File: src/rtl/round_sequencer.sv
// Match-level controller: START -> countdown -> play -> round end -> match end; optional macro ROUND_TIMEOUT_EN.
// Latency: state, scores and strobes update one clk after the triggering click/tick/collision; mode is a decode of state.
// Backpressure: none; inputs are sampled every cycle and are ignored in states where they have no meaning.

package round_sequencer_pkg;
  typedef enum logic [1:0] {
    START       = 2'd0,
    GAME        = 2'd1,
    PLAYER1_WIN = 2'd2,
    PLAYER2_WIN = 2'd3
  } game_mode;
endpackage

module round_sequencer
  import round_sequencer_pkg::*;
#(
  parameter int CLK_FREQ     = 65_000_000,
  parameter int COUNTDOWN_S  = 3,
  parameter int ROUND_END_S  = 2,
  parameter int WIN_ROUNDS   = 3,
  parameter int ROUND_TIME_S = 60
) (
  input  logic                             clk,
  input  logic                             rst,
  input  logic                             mouse_left,
  input  logic                             player1_collision,
  input  logic                             player2_collision,
  output game_mode                         mode,
  output logic                             round_active,
  output logic                             round_start,
  output logic [$clog2(COUNTDOWN_S+1)-1:0] countdown,
  output logic [3:0]                       p1_score,
  output logic [3:0]                       p2_score,
  output logic [3:0]                       round_num
);

  localparam int CNT_W   = (CLK_FREQ > 1) ? $clog2(CLK_FREQ) : 1;
  localparam int CD_W    = $clog2(COUNTDOWN_S + 1);
  localparam int SEC_MAX = (ROUND_END_S > ROUND_TIME_S) ? ROUND_END_S : ROUND_TIME_S;
  localparam int SECS_W  = $clog2(SEC_MAX + 1);

  typedef enum logic [2:0] {
    S_IDLE      = 3'd0,
    S_COUNTDOWN = 3'd1,
    S_PLAY      = 3'd2,
    S_ROUND_END = 3'd3,
    S_MATCH_END = 3'd4
  } state_t;

  state_t             state;
  state_t             next_state;
  logic               mouse_left_q;
  logic               click_armed;
  logic               click;
  logic [CNT_W-1:0]   sec_cnt;
  logic [SECS_W-1:0]  secs;
  logic               sec_tick;
  logic               p1_wins_round;
  logic               p2_wins_round;
  logic               match_decided;

  // click_armed stays low for the first cycle after reset so a button held
  // through reset is absorbed into mouse_left_q instead of reading as a click
  assign click         = mouse_left & ~mouse_left_q & click_armed;
  assign sec_tick      = (sec_cnt == CNT_W'(CLK_FREQ - 1));
  assign match_decided = (p1_score == 4'(WIN_ROUNDS)) || (p2_score == 4'(WIN_ROUNDS));

  // Mouse edge detector registers
  always_ff @(posedge clk or negedge rst) begin
    if (!rst) begin
      mouse_left_q <= 1'b0;
      click_armed  <= 1'b0;
    end else begin
      mouse_left_q <= mouse_left;
      click_armed  <= 1'b1;
    end
  end

  // Second divider and per-state seconds count, both restarted on every state change
  always_ff @(posedge clk or negedge rst) begin
    if (!rst) begin
      sec_cnt <= '0;
      secs    <= '0;
    end else if (next_state != state) begin
      sec_cnt <= '0;
      secs    <= '0;
    end else if (sec_tick) begin
      sec_cnt <= '0;
      secs    <= secs + SECS_W'(1);
    end else begin
      sec_cnt <= sec_cnt + CNT_W'(1);
    end
  end

  // State register
  always_ff @(posedge clk or negedge rst) begin
    if (!rst) state <= S_IDLE;
    else      state <= next_state;
  end

  // Next-state logic and round outcome decode
  always_comb begin
    next_state    = state;
    p1_wins_round = 1'b0;
    p2_wins_round = 1'b0;
    case (state)
      S_IDLE: begin
        if (click) next_state = S_COUNTDOWN;
      end
      S_COUNTDOWN: begin
        if (sec_tick && countdown == CD_W'(1)) next_state = S_PLAY;
      end
      S_PLAY: begin
        // A player scores when only the opponent is hit; a double hit is a draw
        if (player1_collision || player2_collision) begin
          next_state    = S_ROUND_END;
          p1_wins_round = player2_collision & ~player1_collision;
          p2_wins_round = player1_collision & ~player2_collision;
        end
`ifdef ROUND_TIMEOUT_EN
        else if (sec_tick && secs == SECS_W'(ROUND_TIME_S - 1)) begin
          next_state = S_ROUND_END;
        end
`endif
      end
      S_ROUND_END: begin
        if (sec_tick && secs == SECS_W'(ROUND_END_S - 1))
          next_state = match_decided ? S_MATCH_END : S_COUNTDOWN;
      end
      S_MATCH_END: begin
        if (click) next_state = S_IDLE;
      end
      default: next_state = S_IDLE;
    endcase
  end

  // Registered outputs: strobes, countdown, scores and round number
  always_ff @(posedge clk or negedge rst) begin
    if (!rst) begin
      round_active <= 1'b0;
      round_start  <= 1'b0;
      countdown    <= '0;
      p1_score     <= '0;
      p2_score     <= '0;
      round_num    <= '0;
    end else begin
      round_active <= (next_state == S_PLAY);
      round_start  <= (state == S_COUNTDOWN) && (next_state == S_PLAY);
      case (state)
        S_IDLE: begin
          if (next_state == S_COUNTDOWN) begin
            countdown <= CD_W'(COUNTDOWN_S);
            p1_score  <= '0;
            p2_score  <= '0;
            round_num <= 4'd1;
          end
        end
        S_COUNTDOWN: begin
          // The final decrement lands countdown on 0 as PLAY is entered
          if (sec_tick) countdown <= countdown - CD_W'(1);
        end
        S_PLAY: begin
          if (p1_wins_round) p1_score <= p1_score + 4'd1;
          if (p2_wins_round) p2_score <= p2_score + 4'd1;
        end
        S_ROUND_END: begin
          if (next_state == S_COUNTDOWN) begin
            countdown <= CD_W'(COUNTDOWN_S);
            if (round_num != 4'd15) round_num <= round_num + 4'd1;
          end
        end
        S_MATCH_END: begin
          if (next_state == S_IDLE) begin
            p1_score  <= '0;
            p2_score  <= '0;
            round_num <= '0;
          end
        end
        default: ;
      endcase
    end
  end

  // Mode seen by the rendering blocks
  always_comb begin
    mode = START;
    case (state)
      S_IDLE:                          mode = START;
      S_COUNTDOWN, S_PLAY, S_ROUND_END: mode = GAME;
      S_MATCH_END:                     mode = (p1_score == 4'(WIN_ROUNDS)) ? PLAYER1_WIN : PLAYER2_WIN;
      default:                         mode = START;
    endcase
  end

endmodule

File: config.mk
export PLATFORM = sky130hd
export DESIGN_NAME = round_sequencer
export DESIGN_NICKNAME = d
export VERILOG_FILES = /design/src/rtl/round_sequencer.sv
export SDC_FILE = /design/constraint.sdc
export NUM_CORES = 1
export LEC_CHECK = 0
export ABC_AREA = 1
export CAP_MARGIN = 20
export CORE_ASPECT_RATIO = 0.75
export CORE_MARGIN = 4
export CORE_UTILIZATION = 64
export DETAILED_ROUTE_END_ITERATION = 6
export DONT_BUFFER_PORTS = 1
export GPL_TIMING_DRIVEN = 0
export PLACE_DENSITY = 0.8
export SETUP_SLACK_MARGIN = 0.2
export SYNTH_ARGS = -nofsm -noshare
export SYNTH_HDL_FRONTEND = slang
export SYNTH_SLANG_ARGS = --single-unit
File: constraint.sdc
create_clock -name clk -period 2.34 [get_ports clk]
set_clock_uncertainty 0.15 [all_clocks]
set_input_delay 0.468 -clock clk [delete_from_list [all_inputs] [get_ports clk]]
set_output_delay 0.468 -clock clk [all_outputs]
set_load 0.01 [all_outputs]
---- Word-level counts from Yosys, hierarchy flattened ----
Index checks and enable logic that the tools add are counted.
word-level totals
  register bits ........................... 53
  output and inout port bits .............. 18
  word-level logic and storage cells ...... 92
  latch bits .............................. 0
  ROM bits ................................ 0
  memory bits (writable) .................. 0
  memories ................................ 0
  input port bits ......................... 5
cells by class
  add/sub/neg operators ................... 6
  magnitude comparators ................... 0
  reductions and logical operators ........ 17
  multipliers ............................. 0
  mux-type cells .......................... 30
  bitwise gates (word level) .............. 7
  equality and inequality tests ........... 21
  div/mod/pow operators ................... 0
  shift operators ......................... 0
operators with widths
  cell                     count
  $mux W26                 2
  $pmux W4 S3              3
  $mux W4                  7
  $add A26 B1 Y26 const B  1
  $eq A26 B26 Y1 const B   1
  $mux W3                  6
  $pmux W3 S5              1
  $ne A2 B2 Y1 const B     7
  $add A4 B1 Y4 const B    3
  $mux W6                  2
  $eq A3 B2 Y1 const B     3
  $eq A4 B2 Y1 const B     2
  $pmux W2 S2              2
  $reduce_and A4 Y1        2
  $add A6 B1 Y6 const B    1
  $eq A3 B1 Y1 const B     2
  $eq A6 B1 Y1 const B     1
  $logic_not A3 Y1         2
  $reduce_bool A3 Y1       2
  $mux W1                  5
  $reduce_and A5 Y1        1
  $and A1 B1 Y1            4
  $mux W2                  2
  $ne A4 B4 Y1 const B     1
  12 further kinds         18

---- Logic depth before layout (Yosys ltp) ----
Gate-level depths: netlist (run 1).
  word-level depth ........................ 8
  depth in mapped cells ................... 15
  mapped depth without buffers ............ 14

---- Worst setup path after synthesis (run 1) ----
No wires, ideal clock.
  path kind ............................... register -> register
  start ................................... reg sec_cnt[0]
  end ..................................... reg sec_cnt[18]
  cell stages (with the launch flop) ...... 8
  buffers on the path ..................... 1
  arrival time ............................ 1.758 ns
  setup time .............................. 0.118 ns
  period minus slack after synthesis ...... 2.026 ns
  data required time ...................... 2.072 ns
  slack ................................... 0.314 ns
  cell sequence ........................... dfrtp_1 ha_1 nand3_4 nor4_1 nand2_1 dlymetal6s2s_1 nand3b_1 nor2_4
between the ends
  cells in the longest elaborated chain, start to end .. 6
  elaborated cells between the ends (all ways) .. 10
  classes of those cells .................. add/sub (1); eq/ne (2); mux (5); reduce/logical (2)
RTL lines
  element                                                  line  text
  start, declared                                          55    logic [CNT_W-1:0] sec_cnt;
  start signal, assigned                                   91    sec_cnt <= sec_cnt + CNT_W'(1);
  branches (longest 5 deep; another with $add A26 B1 Y26)  --
  $mux W26 (*)                                             84    end else if (next_state != state) begin
Mark *: on every way between the ends.
A chain may end at the register's enable or synchronous reset.

---- Final worst setup path (run 1) ----
  start ................................... reg secs[1]
  end ..................................... reg sec_cnt[24]
between the ends
  cells in the longest elaborated chain, start to end .. 6
RTL lines
  element                 line  text
  start, declared         56    logic [SECS_W-1:0] secs;
  start signal, assigned  89    secs <= secs + SECS_W'(1);
  $eq A6 B1 Y1            127   if (sec_tick && secs == SECS_W'(ROUND_END_S - 1))
  $logic_and A1 B1 Y1     127
  $mux W3                 127
  $pmux W3 S5             106   case (state)
  net next_state[0]       51    state_t next_state;
  $ne A3 B3 Y1            84
  $mux W26                84
The timed path passes the listed nets, and every way through them passes these cells.

==> flow_summary.json, run 1 <==
{
  "netlist_area_mm2": 0.00350,
  "clkTransAtPathRegs_ns": 0.11,
  "status": "complete, but fails checks",
  "ys_ff_latch": 53,
  "synth_top_family_by_area": "simple AND/OR/NAND/NOR gates",
  "place_hpwl_um": 5550,
  "synth_xor_area_share_pct": 4.47,
  "fp.dieW_um": 93.4,
  "cap_viol_max_count": 0,
  "reg2reg_to": "sec_cnt[24]$_DFF_PN0_",
  "critical_path.slowest_cell": "dfrtp_1",
  "crit_required_ns": 2.44,
  "hold_violations": 0,
  "synth_mux_area_share_pct": 0,
  "drt-vias-per-instance": 6.20,
  "dieHeight_um": 72.0,
  "violations": "negative setup slack",
  "peakVddDrop_uv": 621,
  "drtIter0Drc": 441,
  "start_util_pct": 65.7,
  "grt_max_degree": 54,
  "critPathKind": "reg -> reg",
  "min_path_type": "in -> reg",
  "async_flop_share_pct": 100,
  "area_growth_pct": 28.5,
  "cp-start-kind": "flip-flop",
  "vias": 3488,
  "cp_slowest_stage_delay_ns": 0.41,
  "synthDistinctLibCells": 36,
  "clk_latency_ns": 0.32,
  "synth_nets": 435,
  "r2r.worst_path.cells": 12,
  "critPathArrivalTime_ns": 2.50,
  "p_leak_nw": 1.99,
  "worstHoldStart": "mouse_left",
  "finalSetupTns_ns": -0.484,
  "reg2reg_slack_ns": -0.05,
  "cts_buffers": 5,
  "clockRootBuffer": "clkbuf_8",
  "synth_enable_flop_cells": 0,
  "gp_congestion": 0.920,
  "grt_usage_pct": 28.6,
  "grt.overflow.total": 0,
  "synthCells": 423,
  "clockBufferDepth": 2,
  "rsz0062_at_grt": "true",
  "dpl_worst_slack_ns": -0.130,
  "drive_gt1_share_pct": 37.5,
  "crit_path_cell_trace": "inv_1 -> ha_2 -> nand3_2 -> nor3_4 -> nand4_1 -> nand2_1 -> nand2_2 -> xor2_2 -> nand2_4 -> buf_12 -> buf_16 -> nor2_4",
  "fin_crit_sh_pct": 102,
  "cp_num_buf_inv": 3,
  "final-setup-viol-count": 16,
  "core_mm2": 0.00532,
  "htree_levels": 2,
  "final_util_pct": 84.4,
  "p_per_area_mw_per_mm2": 630,
  "r2r-start": "secs[1]$_DFFE_PN0P_",
  "slew_headroom_pct": 43.2,
  "endpoint_kind": "flip-flop",
  "synthAdderAreaFrac_pct": 2.50,
  "synth_compound_area_share_pct": 4.26,
  "antenna_found_initial": 0,
  "num_rows": 23,
  "nets": 499,
  "first_pass_iters": 5,
  "antenna_left": 0,
  "wl_um": 10700,
  "yosys.area_share.simple_pct": 43.1,
  "finalCriticalPeriod_ns": 2.39,
  "total_power_w": 0.00283,
  "wl_per_cell_um": 18.9,
  "worstMarginPinSlew_ns": 0.843,
  "crit_family": "simple AND/OR/NAND/NOR gates",
  "yosys_most_used_dff": "dfrtp_1",
  "hold-path-endpoint": "mouse_left_q$_DFF_PN0_",
  "cts.sinks": 53,
  "fp.dieArea_mm2": 0.00672,
  "grt_pass1_wl_um": 15100,
  "ys_seq_area_share_pct": 37.9,
  "min_path_cells": 0,
  "yosys_warnings": 0,
  "cp_max_fo": 7,
  "clock.fmax_ghz": 0.418,
  "fin_ws_ns": -0.0548,
  "portBuffers": 0,
  "cts_tree": "yes",
  "grt_pass1_vias": 3123,
  "maxSlewViolCount": 0,
  "critPathLaunch": "secs[1]$_DFFE_PN0P_",
  "drc": 0,
  "syn-mean-instance-area_um2": 8.27,
  "n_antenna_cell": 0,
  "io_pins": 23
}
-- power by group --
group          internal, W  switching [W]  leakage (nW)
Clock             0.000348       0.000318        0.0574
Sequential        0.000976      0.0000946         0.706
Combinational     0.000486       0.000609          1.23
-- worst max path at each step --
stage | cells after the start | to
CTS | 14 | sec_cnt[17]$_DFF_PN0_
floorplan | 7 | sec_cnt[18]$_DFF_PN0_
finish | 12 | sec_cnt[24]$_DFF_PN0_
global placement | 7 | sec_cnt[25]$_DFF_PN0_
detailed placement | 7 | sec_cnt[18]$_DFF_PN0_
global route | 12 | sec_cnt[24]$_DFF_PN0_
-- kinds of logic after synthesis --
kind of cell,count (synthesis)
adders and majority gates,7
and+or+nand+nor,262
other,1
xor gates and xnor gates,17
AOI/OAI and AO/OA,27
buffers and inverters,56
DFF,53
-- state kept, by name, indices dropped and copies added (netlist names) --
register and flops:
sec_cnt 26, secs 6, p1_score 4, p2_score 4, round_num 4, state 3
countdown 2, click_armed 1, mouse_left_q 1, round_active 1, round_start 1
-- routing by layer --
| layer | vias to the layer above | track usage [%] | wire, um |
|---|---|---|---|
| met5 | - | 0 | 0 |
| met4 | 0 | 9.43 | 535 |
| met3 | 72 | 4.87 | 1030 |
| met2 | 247 | 46.4 | 4880 |
| met1 | 1667 | 39.5 | 4210 |
| li1 | 1502 | - | - |
-- repair_timing --
action | 4_1_cts | 5_1_grt
hold buffers | 2 | 0
buffers inserted | 35 | 16
resized for setup | 46 | 31
pin swaps | 5 | 10
hold endpoints to repair | 53 | 0
gates cloned | 2 | 2
setup endpoints to repair | 46 | 48
-- area by class of cell --
type,count,area (um^2)
Multi-Input combinational cell,315,2160
Tap cell,75,93.8
Clock buffer,6,82.6
Timing Repair Buffer,56,518
Clock inverter,2,37.5
Buffer,4,72.6
Sequential cell,53,1340
Inverter,52,195
Fill cell,280,830
-- Yosys cell counts, drive strengths merged, types with 4 or more instances --
cell type / instances / area [um^2]
nand2: 99 / 399
nor2: 79 / 571
dfrtp: 53 / 1330
inv: 51 / 191
nand3: 32 / 195
nand4: 25 / 163
o21ai: 16 / 80.1
xor2: 13 / 121
nor3: 11 / 60.1
or2: 8 / 50.1
ha: 7 / 87.6
a21oi: 5 / 25.0
o211ai: 5 / 37.5
nor4: 4 / 40.0
xnor2: 4 / 35.0
-- layout by cell type, fill, tap and decap left out, types with 2 or more instances in the layout --
cell type / count
nor2_4: 41
nand4_1: 24
or2_2: 8
inv_2: 9
o21ai_1: 6
nand3_2: 3
nand2_1: 78
ha_1: 4
buf_6: 2
xnor2_1: 4
o21ai_0: 7
nand2_8: 2
a21oi_1: 4
inv_1: 43
nor2_1: 32
nor2_2: 5
nand3b_1: 2
nand3_4: 4
buf_16: 2
buf_4: 47
xor2_1: 12
nand3_1: 25
dfrtp_2: 10
buf_12: 5
nand2_2: 15
nor3_4: 2
o21ai_2: 3
nand2_4: 5
o211ai_1: 5
nor4_2: 2
ha_2: 2
dfrtp_1: 43
nor3_1: 8
clkbuf_8: 6
-- through the flow --
step / hold WS (ns) / cells / instance area, um^2
after floorplan: 0.0224 / 423 / 3500
after global placement: 0.0242 / 498 / 3590
after detailed placement: 0.0240 / 498 / 3590
after CTS: 0.0193 / 545 / 4200
after global routing: 0.0103 / 563 / 4490
final: 0.0142 / 563 / 4490
No activity file was read; power rests on OpenSTA's default activity.
==> inputs of run 2 (changes only) <==
--- a/config.mk
+++ b/config.mk
@@ -9,11 +9,11 @@
 export CAP_MARGIN = 20
 export CORE_ASPECT_RATIO = 0.75
 export CORE_MARGIN = 4
-export CORE_UTILIZATION = 64
+export CORE_UTILIZATION = 60
 export DETAILED_ROUTE_END_ITERATION = 6
 export DONT_BUFFER_PORTS = 1
 export GPL_TIMING_DRIVEN = 0
-export PLACE_DENSITY = 0.8
+export PLACE_DENSITY = 0.76
 export SETUP_SLACK_MARGIN = 0.2
 export SYNTH_ARGS = -nofsm -noshare
 export SYNTH_HDL_FRONTEND = slang
==> run 2 against run 1 <==
  * Via count shrank 13%
  * Critical path depth is 3 higher
  * Worst hold slack gained 0.014 ns
  * Final cell count decreased by 2.7%
  * Power down 10%
  * The run now ends clean
  * Non-clock buffer count is 14 lower
  * Fmax is 7.3% higher
  * Sequential share of layout area up 1.8 points
  * Routed wire length fell by 21%
  * Die area grew 6.0%
==> flow_summary.json, run 2 (synthesis results as in run 1) <==
{
  "final_common_cell": "nand2_1",
  "place_hpwl_um": 5490,
  "vias": 3051,
  "total_power_w": 0.00254,
  "rsz0062_at_grt": "true",
  "cts_tree": "yes",
  "hold_violations": 0,
  "maxSlewViolCount": 0,
  "critical_path.slowest_cell": "dfrtp_1",
  "core_mm2": 0.00550,
  "finalCriticalPeriod_ns": 2.23,
  "antenna_found_initial": 0,
  "min_path_type": "in -> reg",
  "crit_path_cell_trace": "inv_1 -> ha_2 -> nand3_4 -> nor3_4 -> nand3_1 -> nand2_1 -> nand2_1 -> nor2_2 -> nand2_1 -> nand2_1 -> nor2_2 -> nand2_4 -> buf_6 -> buf_12 -> nor2_4",
  "endpoint_kind": "flip-flop",
  "n_antenna_cell": 0,
  "worstHoldStart": "mouse_left",
  "fin_crit_sh_pct": 95.4,
  "clkTransAtPathRegs_ns": 0.10,
  "layout_common_cells": "nand2_1 (81), inv_1 (44), dfrtp_1 (44)",
  "gp_congestion": 0.940,
  "critPathLaunch": "secs[1]$_DFFE_PN0P_",
  "r2r-start": "secs[1]$_DFFE_PN0P_",
  "htree_levels": 2,
  "cp_max_fo": 5,
  "p_comb_share_pct": 37.5,
  "start_util_pct": 63.6,
  "cp_num_buf_inv": 3,
  "reg2reg_to": "sec_cnt[2]$_DFF_PN0_",
  "first_pass_iters": 5,
  "p_per_area_mw_per_mm2": 600,
  "p_clk_share_pct": 20.7,
  "drive_gt1_share_pct": 33.4,
  "cap_viol_max_count": 0,
  "cts_buffers": 5,
  "grt_pass1_wl_um": 13700,
  "dieHeight_um": 74.1,
  "wl_per_cell_um": 15.3,
  "critPathArrivalTime_ns": 2.28,
  "antenna_left": 0,
  "path_depth": 15,
  "worstMarginPinSlew_ns": 0.759,
  "crit_required_ns": 2.39,
  "cp-start-kind": "flip-flop",
  "largest_reg_flops": 26,
  "clockBufferDepth": 2,
  "fp.dieW_um": 96.2,
  "clk_latency_ns": 0.32,
  "hold-path-endpoint": "mouse_left_q$_DFF_PN0_",
  "p_int_w": 0.00159,
  "nets": 484,
  "grt_max_degree": 54,
  "reg_top3": "sec_cnt x26, secs x6",
  "peakVddDrop_uv": 459,
  "grt.overflow.total": 0,
  "drtIter0Drc": 268,
  "reg2reg_slack_ns": 0.11,
  "final-setup-viol-count": 0,
  "slew_headroom_pct": 48.9,
  "hold_slack_ns": 0.0286,
  "wl_um": 8410,
  "drc": 0,
  "top_register": "sec_cnt",
  "pwr-share-seq_pct": 41.8,
  "area_growth_pct": 21.0,
  "clock.fmax_ghz": 0.448,
  "swShare_pct": 37.2,
  "grt_usage_pct": 24.8,
  "io_pins": 23,
  "num_rows": 23,
  "p_leak_nw": 1.88,
  "status": "finished clean",
  "drt-vias-per-instance": 5.57,
  "power.switching_w": 0.000943,
  "r2r.worst_path.cells": 15,
  "crit_family": "simple AND/OR/NAND/NOR gates",
  "cts.sinks": 53,
  "fp.dieArea_mm2": 0.00713,
  "portBuffers": 0,
  "min_path_cells": 0,
  "path_common_cell": "nand2_1",
  "clockRootBuffer": "clkbuf_8",
  "critPathKind": "reg -> reg",
  "grt_pass1_vias": 2819,
  "cp_slowest_stage_delay_ns": 0.39,
  "fill_cells": 363
}
## run 2: cell types whose count changed in the layout (fill, tap and decap cells not counted), sizes merged
cell | previous run | this run
clkbuf | 7 | 6
bufinv | 1 | 0
inv | 52 | 51
nand2 | 100 | 99
buf | 56 | 44
clkinvlp | 1 | 2
dlymetal6s4s | 1 | 0
clkinv | 0 | 1
## run 2: worst max path at each step
stage                                 end  slack [ns]
CTS                  sec_cnt[3]$_DFF_PN0_        0.17
detailed placement  sec_cnt[23]$_DFF_PN0_       -0.09
finish               sec_cnt[2]$_DFF_PN0_        0.11
global route         sec_cnt[2]$_DFF_PN0_       -0.03
floorplan           sec_cnt[18]$_DFF_PN0_        0.31
global placement    sec_cnt[25]$_DFF_PN0_       -0.10
## run 2: what timing repair did
action | 4_1_cts | 5_1_grt
resized for setup | 39 | 20
setup endpoints to repair | 46 | 46
hold endpoints to repair | 53 | 0
pin swaps | 11 | 17
cloned | 1 | 0
buffers inserted | 30 | 9
hold buffers | 2 | 0
## run 2: through the flow
step / std cells / utilization, % / TNS, ns / area (um^2) / worst slack (ns)
floorplan: 423 / - / 0 / 3500 / 0.314
global placement: 498 / 65.3 / -0.822 / 3590 / -0.104
detailed placement: 498 / 65.3 / -0.756 / 3590 / -0.0907
CTS: 539 / 74.5 / 0 / 4090 / 0.172
global route: 548 / 77.0 / -0.194 / 4230 / -0.0263
finish: 548 / 77.0 / 0 / 4230 / 0.107
## run 2: power by group through the flow
stage	logic, W	clock network (W)	registers, W
global placement	0.000656	0	0.00108
finish	0.000952	0.000525	0.00106
global route	0.00102	0.000579	0.00107
CTS	0.000862	0.000539	0.00106
floorplan	0.000582	0	0.00106
detailed placement	0.000668	0	0.00108
## run 2: final cells by class
cell class	count	area (um^2)	share of cell area, %
Buffer	4	72.6	1.71
Clock buffer	6	72.6	1.71
Clock inverter	2	15.0	0.355
Inverter	52	199	4.70
Multi-Input combinational cell	314	2060	48.8
Sequential cell	53	1340	31.6
Tap cell	75	93.8	2.22
Timing Repair Buffer	42	378	8.93
## run 2: routing by layer
layer / share of wire [%] / up-vias / GRT usage [%]
li1: - / 1472 / -
met1: 48 / 1459 / 36.8
met2: 45 / 102 / 37.3
met3: 5.4 / 18 / 4.45
met4: 1.6 / 0 / 6.94
met5: 0 / - / 0
